<file path="config.mk">
export PLATFORM = sky130hd
export DESIGN_NAME = uart8_receiver_flat
export DESIGN_NICKNAME = d
export VERILOG_FILES = /design/src/rtl/uart_pkg.sv /design/src/rtl/uart8_receiver_if.sv /design/src/rtl/uart_rx_sync.sv /design/src/rtl/uart8_receiver.sv /design/src/flat_wrapper.sv
export SDC_FILE = /design/constraint.sdc
export NUM_CORES = 1
export LEC_CHECK = 0
export ABC_AREA = 1
export CAP_MARGIN = 20
export CORE_MARGIN = 10
export CORE_UTILIZATION = 60
export DETAILED_ROUTE_END_ITERATION = 6
export GPL_TIMING_DRIVEN = 1
export MAX_ROUTING_LAYER = met4
export PLACE_DENSITY = 0.81
export SLEW_MARGIN = 20
export SYNTH_ARGS = -nofsm -noshare
export SYNTH_HDL_FRONTEND = slang
export SYNTH_HIERARCHICAL = 1
export SYNTH_SLANG_ARGS = --single-unit
export TNS_END_PERCENT = 10
</file>
<file path="constraint.sdc">
create_clock -name clk -period 3.2 [get_ports clk]
set_input_delay 0.32 -clock clk [delete_from_list [all_inputs] [get_ports clk]]
set_output_delay 0.32 -clock clk [all_outputs]
set_load 0.005 [all_outputs]
</file>
<file path="src/rtl/uart_pkg.sv">
// Shared UART definitions: frame-level FSM encoding,
// data width and the bit-recovery majority vote.
package uart_pkg;

  localparam int UART_DATA_BITS = 8;

  typedef enum logic [2:0] {
    IDLE    = 3'd0,
    START   = 3'd1,
    DATA    = 3'd2,
    STOP    = 3'd3,
    RECOVER = 3'd4
  } uart_state_e;

  function automatic logic maj3(
    input logic a,
    input logic b,
    input logic c
  );
    return (a & b) | (a & c) | (b & c);
  endfunction

endpackage

</file>
<file path="src/rtl/uart8_receiver_if.sv">
// Receive-side bundle between the RX pin logic
// and the command decoder.
interface uart8_receiver_if;
  logic       en;
  logic       in;
  logic [7:0] out;
  logic       done;
  logic       busy;
  logic       err;

  modport master (
    output en,
    output in,
    input  out,
    input  done,
    input  busy,
    input  err
  );

  modport slave (
    input  en,
    input  in,
    output out,
    output done,
    output busy,
    output err
  );
endinterface

</file>
<file path="src/rtl/uart_rx_sync.sv">
// Two-flop synchronizer for asynchronous pins;
// resets to the idle-high line level.
module uart_rx_sync (
  input  logic clk,
  input  logic rst_n,
  input  logic d,
  output logic q
);
  logic meta;

  always_ff @(posedge clk or negedge rst_n) begin
    if (!rst_n) begin
      meta <= 1'b1;
      q    <= 1'b1;
    end else begin
      meta <= d;
      q    <= meta;
    end
  end
endmodule

</file>
<file path="src/rtl/uart8_receiver.sv">
// 8N1 UART receiver, oversampled, with a 3-sample
// majority vote centred on mid-bit.
module uart8_receiver
  import uart_pkg::*;
#(
  parameter int OVERSAMPLE = 16
) (
  input logic              clk,
  input logic              rst_n,
  uart8_receiver_if.slave  rx
);
  localparam int CW = $clog2(OVERSAMPLE);
  localparam logic [CW-1:0] C_HALF = CW'(OVERSAMPLE / 2 - 1);
  localparam logic [CW-1:0] C_S0   = CW'(OVERSAMPLE - 3);
  localparam logic [CW-1:0] C_S1   = CW'(OVERSAMPLE - 2);
  localparam logic [CW-1:0] C_LAST = CW'(OVERSAMPLE - 1);
  localparam logic [2:0]    I_LAST = 3'(UART_DATA_BITS - 1);

  uart_state_e   state;
  logic [CW-1:0] cnt;
  logic [2:0]    idx;
  logic [7:0]    sh;
  logic [1:0]    smp;
  logic          rx_s;
  logic          bit_v;

  uart_rx_sync u_sync (
    .clk   (clk),
    .rst_n (rst_n),
    .d     (rx.in),
    .q     (rx_s)
  );

  // third vote is the live sample at the decision edge
  assign bit_v = maj3(smp[0], smp[1], rx_s);

  always_ff @(posedge clk or negedge rst_n) begin
    if (!rst_n) begin
      state   <= IDLE;
      cnt     <= '0;
      idx     <= '0;
      sh      <= '0;
      smp     <= '0;
      rx.out  <= '0;
      rx.done <= 1'b0;
      rx.err  <= 1'b0;
      rx.busy <= 1'b0;
    end else begin
      rx.done <= 1'b0;
      rx.err  <= 1'b0;
      if (cnt == C_S0) smp[0] <= rx_s;
      if (cnt == C_S1) smp[1] <= rx_s;
      case (state)
        IDLE: begin
          if (rx.en && !rx_s) begin
            cnt     <= '0;
            state   <= START;
            rx.busy <= 1'b1;
          end
        end
        START: begin
          if (cnt == C_HALF) begin
            if (rx_s) begin
              state   <= IDLE;
              rx.busy <= 1'b0;
            end else begin
              cnt   <= '0;
              idx   <= '0;
              state <= DATA;
            end
          end else begin
            cnt <= cnt + 1'b1;
          end
        end
        DATA: begin
          if (cnt == C_LAST) begin
            cnt <= '0;
            sh  <= {bit_v, sh[7:1]};
            idx <= idx + 3'd1;
            if (idx == I_LAST) state <= STOP;
          end else begin
            cnt <= cnt + 1'b1;
          end
        end
        STOP: begin
          if (cnt == C_LAST) begin
            cnt <= '0;
            if (bit_v) begin
              rx.out  <= sh;
              rx.done <= 1'b1;
              rx.busy <= 1'b0;
              state   <= IDLE;
            end else begin
              rx.err <= 1'b1;
              state  <= RECOVER;
            end
          end else begin
            cnt <= cnt + 1'b1;
          end
        end
        RECOVER: begin
          if (rx_s) begin
            state   <= IDLE;
            rx.busy <= 1'b0;
          end
        end
        default: begin
          state   <= IDLE;
          cnt     <= '0;
          rx.busy <= 1'b0;
        end
      endcase
    end
  end
endmodule

</file>
<file path="src/flat_wrapper.sv">
// flat-port wrapper written by rule: the top's interface ports become plain ports
module uart8_receiver_flat import uart_pkg::*;
#(
  parameter int OVERSAMPLE = 16
)
  (clk, rst_n, rx_en, rx_in, rx_out, rx_done, rx_busy, rx_err);
  uart8_receiver_if rx_i ();
  input logic clk;
  input logic rst_n;
  input wire logic [$bits(rx_i.en)-1:0] rx_en;
  input wire logic [$bits(rx_i.in)-1:0] rx_in;
  output wire logic [$bits(rx_i.out)-1:0] rx_out;
  output wire logic [$bits(rx_i.done)-1:0] rx_done;
  output wire logic [$bits(rx_i.busy)-1:0] rx_busy;
  output wire logic [$bits(rx_i.err)-1:0] rx_err;
  assign rx_i.en = rx_en;
  assign rx_i.in = rx_in;
  assign rx_out = rx_i.out;
  assign rx_done = rx_i.done;
  assign rx_busy = rx_i.busy;
  assign rx_err = rx_i.err;
  uart8_receiver #(.OVERSAMPLE(OVERSAMPLE)) u_core (.clk(clk), .rst_n(rst_n), .rx(rx_i));
endmodule
</file>
* Yosys cells after proc, flatten, opt, wreduce, memory -nomap -nowiden
Index checks and enable logic that the tools add are counted.
Operators by class: $add $sub $neg 2, equal/unequal tests 18, mux-type cells 30, bitwise operators 7, reduce and logical (&&, ||, !) cells 11
Operator list (count):
- 3-bit 2-to-1 mux | 10
- 4-bit 2-to-1 mux | 4
- 4-bit case mux with 4 select lines | 1
- 3-bit case mux with 5 select lines | 1
- 4-bit == test (second input constant) | 3
- 2-bit by 1-bit != test with 1-bit output (second input constant) | 6
- 1-bit 2-to-1 mux | 11
- 3-bit by 2-bit == test with 1-bit output (second input constant) | 2
- 3-bit == test (second input constant) | 2
- 3-bit case mux with 2 select lines | 1
- 3-bit AND reduction | 2
- 6-bit AND reduction | 1
- 1-bit case mux with 5 select lines | 1
- 5-bit AND reduction | 1
- 4-bit by 1-bit adder with 4-bit output (second input constant) | 1
- 4-bit by 3-bit == test with 1-bit output (second input constant) | 1
- 2-bit != test (second input constant) | 2
- 4-bit AND reduction | 1
- 3-bit by 1-bit adder with 3-bit output (second input constant) | 1
- 1-bit bitwise AND | 3
- 3-bit by 1-bit == test with 1-bit output (second input constant) | 1
- 3-bit logical NOT | 1
- 3-bit != test (second input constant) | 1
- 2-bit 2-to-1 mux | 1
- other kinds (7) | 9
Word-level totals: bits in registers 33, bits of input ports 4, output and inout bits 11, logic and storage cells 80

* Longest topological paths before layout
Gate-level depths: netlist of run 1.
depth in word-level cells 6, gate-level depth with buffers 10, gate-level depth less buffers 10

* Hierarchy
Netlist of run 1, hierarchy kept.
Modules (own cells, without submodules):
- uart8_receiver | times used 1, cells each 182, area an instance 1597.8 um2, sequential area each 775.7 um2
- uart_rx_sync | times used 1, cells each 2, area an instance 52.6 um2, sequential area each 52.6 um2

* Worst setup path before layout of run 1
Ideal clock, no wire load.
path kind register -> register, start reg u_core.cnt[0], end reg u_core.rx.out[5], setup time 117 ps, arrival 1284 ps, setup slack 1799 ps, stages on the path, launching flop included 8, path buffers 1, cells stage by stage dfrtp_1 > ha_1 > nand3_4 > inv_2 > nand3_4 > buf_6 > nand2_2 > o21ai_2
Between the ends: word-level cells in the longest chain between the ends 2
RTL lines:
- start: declaration | line uart8_receiver.sv:20 | logic [CW-1:0] cnt;
- start signal: assignment | line uart8_receiver.sv:72 | cnt <= cnt + 1'b1;
- start signal: assignment | line uart8_receiver.sv:82 | cnt <= cnt + 1'b1;
- start signal: assignment | line uart8_receiver.sv:98 | cnt <= cnt + 1'b1;
- 4-bit == test | line uart8_receiver.sv:86 | if (cnt == C_LAST) begin
- 3-bit AND reduction (no source line)
- end signal: assignment | line uart8_receiver.sv:89 | rx.out <= sh;
- end: declaration | line uart8_receiver_if.sv:23 | output out,
No other way between the ends. A chain may end at the register's enable or synchronous reset.

* Worst setup path after layout of run 1
start reg u_core.cnt[0], end reg u_core.rx.out[2]
Same word-level chain as after synthesis.

==> results.tsv, run 1 <==
stage	metric	value	unit
outcome	outcome	finished clean	
grt	met1_usage	13.50	%
synth	ys_ff_latch	33	
clocking	cts.sinks	33	
route	ant_nets	0	
grt	met3_usage	5.306	%
sta	min_period	1.582	ns
place	hpwl	2210	um
critical_path	critPathMostFrequentCell	nand3_4	
floorplan	die_area	0.005248	mm2
synth	synth_edf_count	0	
critical_path	startpoint_type	flip-flop	
hold_path	hold_path.class	flip-flop to flip-flop	
critical_path	reg2reg_depth	6	
route	drtIter0Drc	123	
sta	hold_violations	0	
critical_path	cp_data_arrival_time	1.81	ns
finish	fin_util	72.32	%
route	dr.pass1.iters	4	
sta	finalClockSkew	0.009439	ns
grt	top_usage_layer	met2	
floorplan	fp.coreArea	0.002545	mm2
finish	nNetsFinal	210	
grt	grt_pass1_wl	5257	um
route	vias	1231	
finish	layout_common_cells	52 x nand2_1, 31 x dfrtp_1, 17 x inv_1, 15 x nand3_1, 14 x clkdlybuf4s50_1	
sta	tightest_slew	0.4041	ns
floorplan	die_w	72.45	um
run	cap_violations	0	
power_and_ir_drop	power.leakage	0.0009137	uW
critical_path	worst_ep_required_time	3.43	ns
sta	relSlewSlack	73.06	%
sta	maxSlewViolCount	0	
synth	synth.distinct_cells	24	
floorplan	rows	18	
grt	track_usage	12.80	%
finish	diodes	0	
critical_path	worstPathCellList	ha_1 > nand3_4 > inv_2 > nand3_4 > nand2_1 > o21ai_2	
power_and_ir_drop	power_density	632.8	mW/mm2
synth	ys_warn_count	6	
grt	grt-ovfl-total	0	
clocking	cts_resized	0	
finish	n_fill_cell	191	
route	drc	0	
synth	ys_seq_area_share	50.19	%
critical_path	crit_buf_inv	1	
synth	netlist_area	0.001650	mm2
critical_path	crit_path_max_incr_delay	0.45	ns
grt	grt_start_max_net_pins	34	
critical_path	cp_slowest_cell	dfrtp_1	
route	via_per_inst	5.306	
grt	grt_antenna_before_repair	0	
clocking	clockBufferDepth	2	
critical_path	worst-path-max-fanout	17	
critical_path	worst_path_dominant_cell_family	simple AND/OR/NAND/NOR gates	
synth	syn-num-nets	193	
synth	synth_cells	184	
clocking	insertion_delay	0.34	ns
clocking	numCtsBuffers	5	
place	gp_congestion	0.8279	
sta	rsz0062_at_grt	false	
finish	final_common_cell	nand2_1	
clocking	path_clk_slew	0.10	ns
clocking	h-tree-depth	2	
synth	ys.flop_type	dfrtp_1	
finish	areaGrowthSynthToFinish	11.52	%
critical_path	r2r_end	u_core/rx.out[2]	
critical_path	cp.depth	6	
critical_path	endpoint	u_core/rx.out[2]	
critical_path	r2r_slack	1.62	ns
clocking	cts_tree	built	
sta	fmax	632.2	MHz
floorplan	ioPinCount	15	
route	wirelength	3007	um
floorplan	die_h	72.45	um
finish	drive_gt1_share	17.82	%
synth	ys_async_sr_fraction	100.0	%
power_and_ir_drop	ir_drop	0.4760	mV
sta	finalSetupViolCount	0	
clocking	postCtsHoldBufs	0	
sta	fin_crit_sh	49.43	%
critical_path	path_class	flip-flop to flip-flop	
place	numPortBuffers	14	
critical_path	crit_start	u_core/cnt[0]	
critical_path	r2r_start	u_core/cnt[0]	
critical_path	endpoint_kind	flip-flop	
floorplan	start_util	64.85	%
sta	tns	0	ns
synth	syn_avg_cell_area	8.969	um2
clocking	post_cts_buffers	0	
grt	grtUsageMet2	20.51	%
clocking	cts-root-buf	clkbuf_4	
grt	first_global_vias	1245	
route	post_drt_wl_per_cell	12.96	um
-- metrics by stage --
| step | power [uW] | cells | setup slack [ns] | hold slack [ns] | area (um2) |
|---|---|---|---|---|---|
| after floorplan | 868.3 | 184 | 1.799 | 0.02441 | 1650 |
| after global placement | 928.2 | 224 | 1.715 | 0.3459 | 1789 |
| after detailed placement | 948.9 | 224 | 1.639 | 0.3485 | 1789 |
| after CTS | 1171 | 232 | 1.617 | 0.3637 | 1841 |
| after global routing | 1260 | 232 | 1.456 | 0.3615 | 1841 |
| final | 1165 | 232 | 1.618 | 0.3618 | 1841 |
-- worst register-to-register path: stages (launching register included) --
cell,delay (ns)
dfrtp_1,0.45
ha_1,0.28
nand3_4,0.17
inv_2,0.15
nand3_4,0.22
nand2_1,0.15
o21ai_2,0.06
-- cell families after synthesis --
group / share of synthesized area (%)
fa+ha+maj: 3.791
flops: 50.19
compound gates: 8.870
simple gates: 29.79
buf+inv: 7.354
-- layout make-up --
type	count	area (um2)	area share, %
Sequential cell	33	828.3	45.00
Multi-Input combinational cell	126	700.7	38.07
Timing Repair Buffer	15	147.6	8.022
Inverter	20	75.07	4.079
Clock buffer	6	41.29	2.243
Tap cell	30	37.54	2.039
Clock inverter	2	10.01	0.5438
-- synth_stat cells, drive strengths merged, types with 2 or more instances --
| library cell | n | area, um2 |
|---|---|---|
| nand2 | 57 | 231.5 |
| dfrtp | 31 | 775.7 |
| o21ai | 21 | 135.1 |
| inv | 20 | 75.07 |
| nor2 | 19 | 120.1 |
| nand3 | 17 | 110.1 |
| buf | 5 | 46.29 |
| ha | 5 | 62.56 |
| nand4 | 4 | 25.02 |
| dfstp | 2 | 52.55 |
-- worst min path at each step --
stage / startpoint / to / cells past startpoint
2_1_floorplan: rst_n / u_core/cnt[0] / 0
4_1_cts: u_core/u_sync/meta / u_core/u_sync/q / 0
3_5_place_dp: u_core/u_sync/meta / u_core/u_sync/q / 0
6_report: u_core/u_sync/meta / u_core/u_sync/q / 0
3_3_place_gp: u_core/u_sync/meta / u_core/u_sync/q / 0
5_1_grt: rx_in / u_core/u_sync/meta / 1
-- report_power, final --
| group | total, uW | switching, uW | internal (uW) |
|---|---|---|---|
| Combinational | 394 | 253 | 141 |
| Sequential | 551 | 81.4 | 469 |
| Clock | 220 | 137 | 83.5 |
-- layer usage --
layer / vias to the layer above / share of wire, %
met5: - / 0
met4: 0 / 2.3
met3: 10 / 5.9
met2: 30 / 48
met1: 566 / 43
li1: 625 / -
-- sequential cells by signal, summed over array words and instances, names as in the netlist --
signal              flops
u_core/rx.out           8
u_core/sh               8
u_core/cnt              4
u_core/idx              3
u_core/state            3
u_core/smp              2
u_core/rx.busy          1
u_core/rx.done          1
u_core/rx.err           1
u_core/u_sync/meta      1
u_core/u_sync/q         1
(Power assumes the default switching activity.)
==> run 2: changes to the inputs <==
CORE_UTILIZATION = 56   (was 60)
PLACE_DENSITY = 0.76   (was 0.81)
clock period = 1.56 ns   (was 3.2 ns; I/O delays follow)
==> run 2 against run 1 <==
  * Wire length increased by 1.1%
  * Via count increased by 1.4%
  * Worst setup slack got worse by 1.5 ns
  * Sequential power increased by 100%
  * Fmax increased by 7.9%
  * Design area increased by 1.6%
  * First-iteration DRC count decreased by 8.1%
  * Critical path depth unchanged
  * Core utilization decreased by 5.1 points
  * Final cell count increased by 1.3%
  * Worst hold slack got worse by 0.14 ns
  * Die area increased by 5.1%
  * Highest routed layer unchanged
==> results.tsv, run 2 (same netlist as run 1, synthesis figures left out) <==
stage	metric	value	unit
place	placed_cell_area	0.001805	mm2
grt	first_global_vias	1250	
critical_path	worst_ep_required_time	1.78	ns
finish	seq_area	828.3	um2
power_and_ir_drop	ir_drop	1.120	mV
finish	layout_common_cells	52 x nand2_1, 31 x dfrtp_1, 17 x inv_1, 15 x nand3_1, 14 x clkdlybuf4s50_1	
grt	track_usage	13.09	%
finish	reg_top3	u_core/rx.out x8, u_core/sh x8, u_core/cnt x4	
floorplan	die_w	74.29	um
sta	min_period	1.467	ns
floorplan	die_area	0.005518	mm2
clocking	insertion_delay	0.32	ns
place	placed_cells	227	
finish	areaGrowthSynthToFinish	13.34	%
clocking	cts.sinks	33	
grt	grt_pass1_wl	5499	um
route	drtIter0Drc	113	
finish	finish.instance_area	0.001871	mm2
critical_path	path_class	flip-flop to flip-flop	
critical_path	crit_path_max_incr_delay	0.38	ns
clocking	postCtsHoldBufs	0	
critical_path	startpoint_type	flip-flop	
route	ant_nets	0	
critical_path	r2r_slack	0.09	ns
sta	hold_violations	0	
route	via_per_inst	5.311	
clocking	cts_tree	built	
finish	final_common_cell	nand2_1	
finish	diodes	0	
critical_path	worstPathCellList	ha_2 > nand3_4 > inv_2 > nand3_4 > nand2_1 > o21ai_2	
critical_path	worst_path_dominant_cell_family	simple AND/OR/NAND/NOR gates	
power_and_ir_drop	power.leakage	0.0009212	uW
route	vias	1248	
sta	fin_crit_sh	94.01	%
sta	tns	0	ns
floorplan	ioPinCount	15	
critical_path	critPathMostFrequentCell	nand3_4	
sta	fmax	681.9	MHz
floorplan	fp.coreArea	0.002781	mm2
critical_path	worst-path-max-fanout	17	
sta	rsz0062_at_grt	false	
critical_path	crit_buf_inv	1	
route	post_drt_wl_per_cell	12.93	um
critical_path	endpoint_kind	flip-flop	
critical_path	cp_data_arrival_time	1.69	ns
power_and_ir_drop	power_density	1319	mW/mm2
finish	multiInputGateArea	703.2	um2
place	hpwl	2265	um
clocking	h-tree-depth	2	
sta	finalClockSkew	0.006804	ns
hold_path	hold_path.class	input port to async pin	
outcome	outcome	finished clean	
grt	grt-ovfl-total	0	
sta	maxSlewViolCount	0	
route	dr.pass1.iters	4	
floorplan	rows	19	
run	cap_violations	0	
clocking	clockBufferDepth	2	
finish	n_fill_cell	235	
place	numPortBuffers	14	
sta	tightest_slew	0.4042	ns
critical_path	cp_slowest_cell	dfrtp_1	
grt	grt_start_max_net_pins	34	
clocking	numCtsBuffers	5	
sta	finalSetupViolCount	0	
place	gp_congestion	0.9416	
finish	nNetsFinal	212	
finish	instances_no_fill	235	
clocking	cts-root-buf	clkbuf_4	
grt	grt_antenna_before_repair	0	
clocking	path_clk_slew	0.10	ns
sta	relSlewSlack	73.05	%
power_and_ir_drop	power	2467	uW
floorplan	start_util	59.33	%
floorplan	die_h	74.29	um
finish	drive_gt1_share	19.12	%
route	drc	0	
route	wirelength	3039	um
-- run 2: changes by cell type in the layout (fill, tap and decap cells not counted) --
| cell | change |
|---|---|
| buf_4 | +2 |
| clkbuf_8 | +1 |
| clkinv_2 | -2 |
| clkinvlp_4 | +1 |
| ha_1 | -1 |
| ha_2 | +1 |
-- run 2: path summary, 6_finish.rpt --
kind | from | end | cells after the start
worst max register to register | u_core/cnt[0] | u_core/rx.out[7] | 6
worst max-delay path | u_core/cnt[0] | u_core/rx.out[7] | 6
worst min-delay path | rst_n | u_core/smp[1] | 2
worst min register to register | u_core/u_sync/meta | u_core/u_sync/q | 0
max in group asynchronous | rst_n | u_core/u_sync/meta | 2
min in group clk | rx_in | u_core/u_sync/meta | 1
-- run 2: metrics by stage --
step	hold slack (ns)	worst slack, ns	util, %
6_report	0.2256	0.09348	67.25
5_1_grt	0.2176	0.009062	67.25
4_1_cts	0.2180	0.07734	67.16
3_5_place_dp	0.3485	0.09000	64.91
3_3_place_gp	0.3474	0.1636	64.91
2_1_floorplan	-0.1396	0.1588	-
-- run 2: report_power, final --
group	internal, uW	switching [uW]	leakage [uW]
clock network	221	278	0.0000315
registers	963	141	0.000443
logic	318	546	0.000447
-- run 2: area by class of cell --
type                    count  share of cell area (%)
inverters                  20                   4.013
clock buffers               7                   2.943
multi-input cells         126                   37.59
clock inverters             1                  0.4013
repair buffers             17                   8.696
well taps                  31                   2.074
flip-flops and latches     33                   44.28
-- run 2: metal layers --
layer	global-route usage, %	up-vias	share of wire [%]
met2	21.12	33	52
met3	4.521	4	4.4
li1	-	619	-
met1	14.55	592	43
met4	5.285	0	1.3
met5	-	-	0
-- run 2: what timing repair did --
action / in CTS / in global routing
endpoints found under the setup margin: 0 / 8
setup buffers: 0 / 0
gates resized for setup: 0 / 1
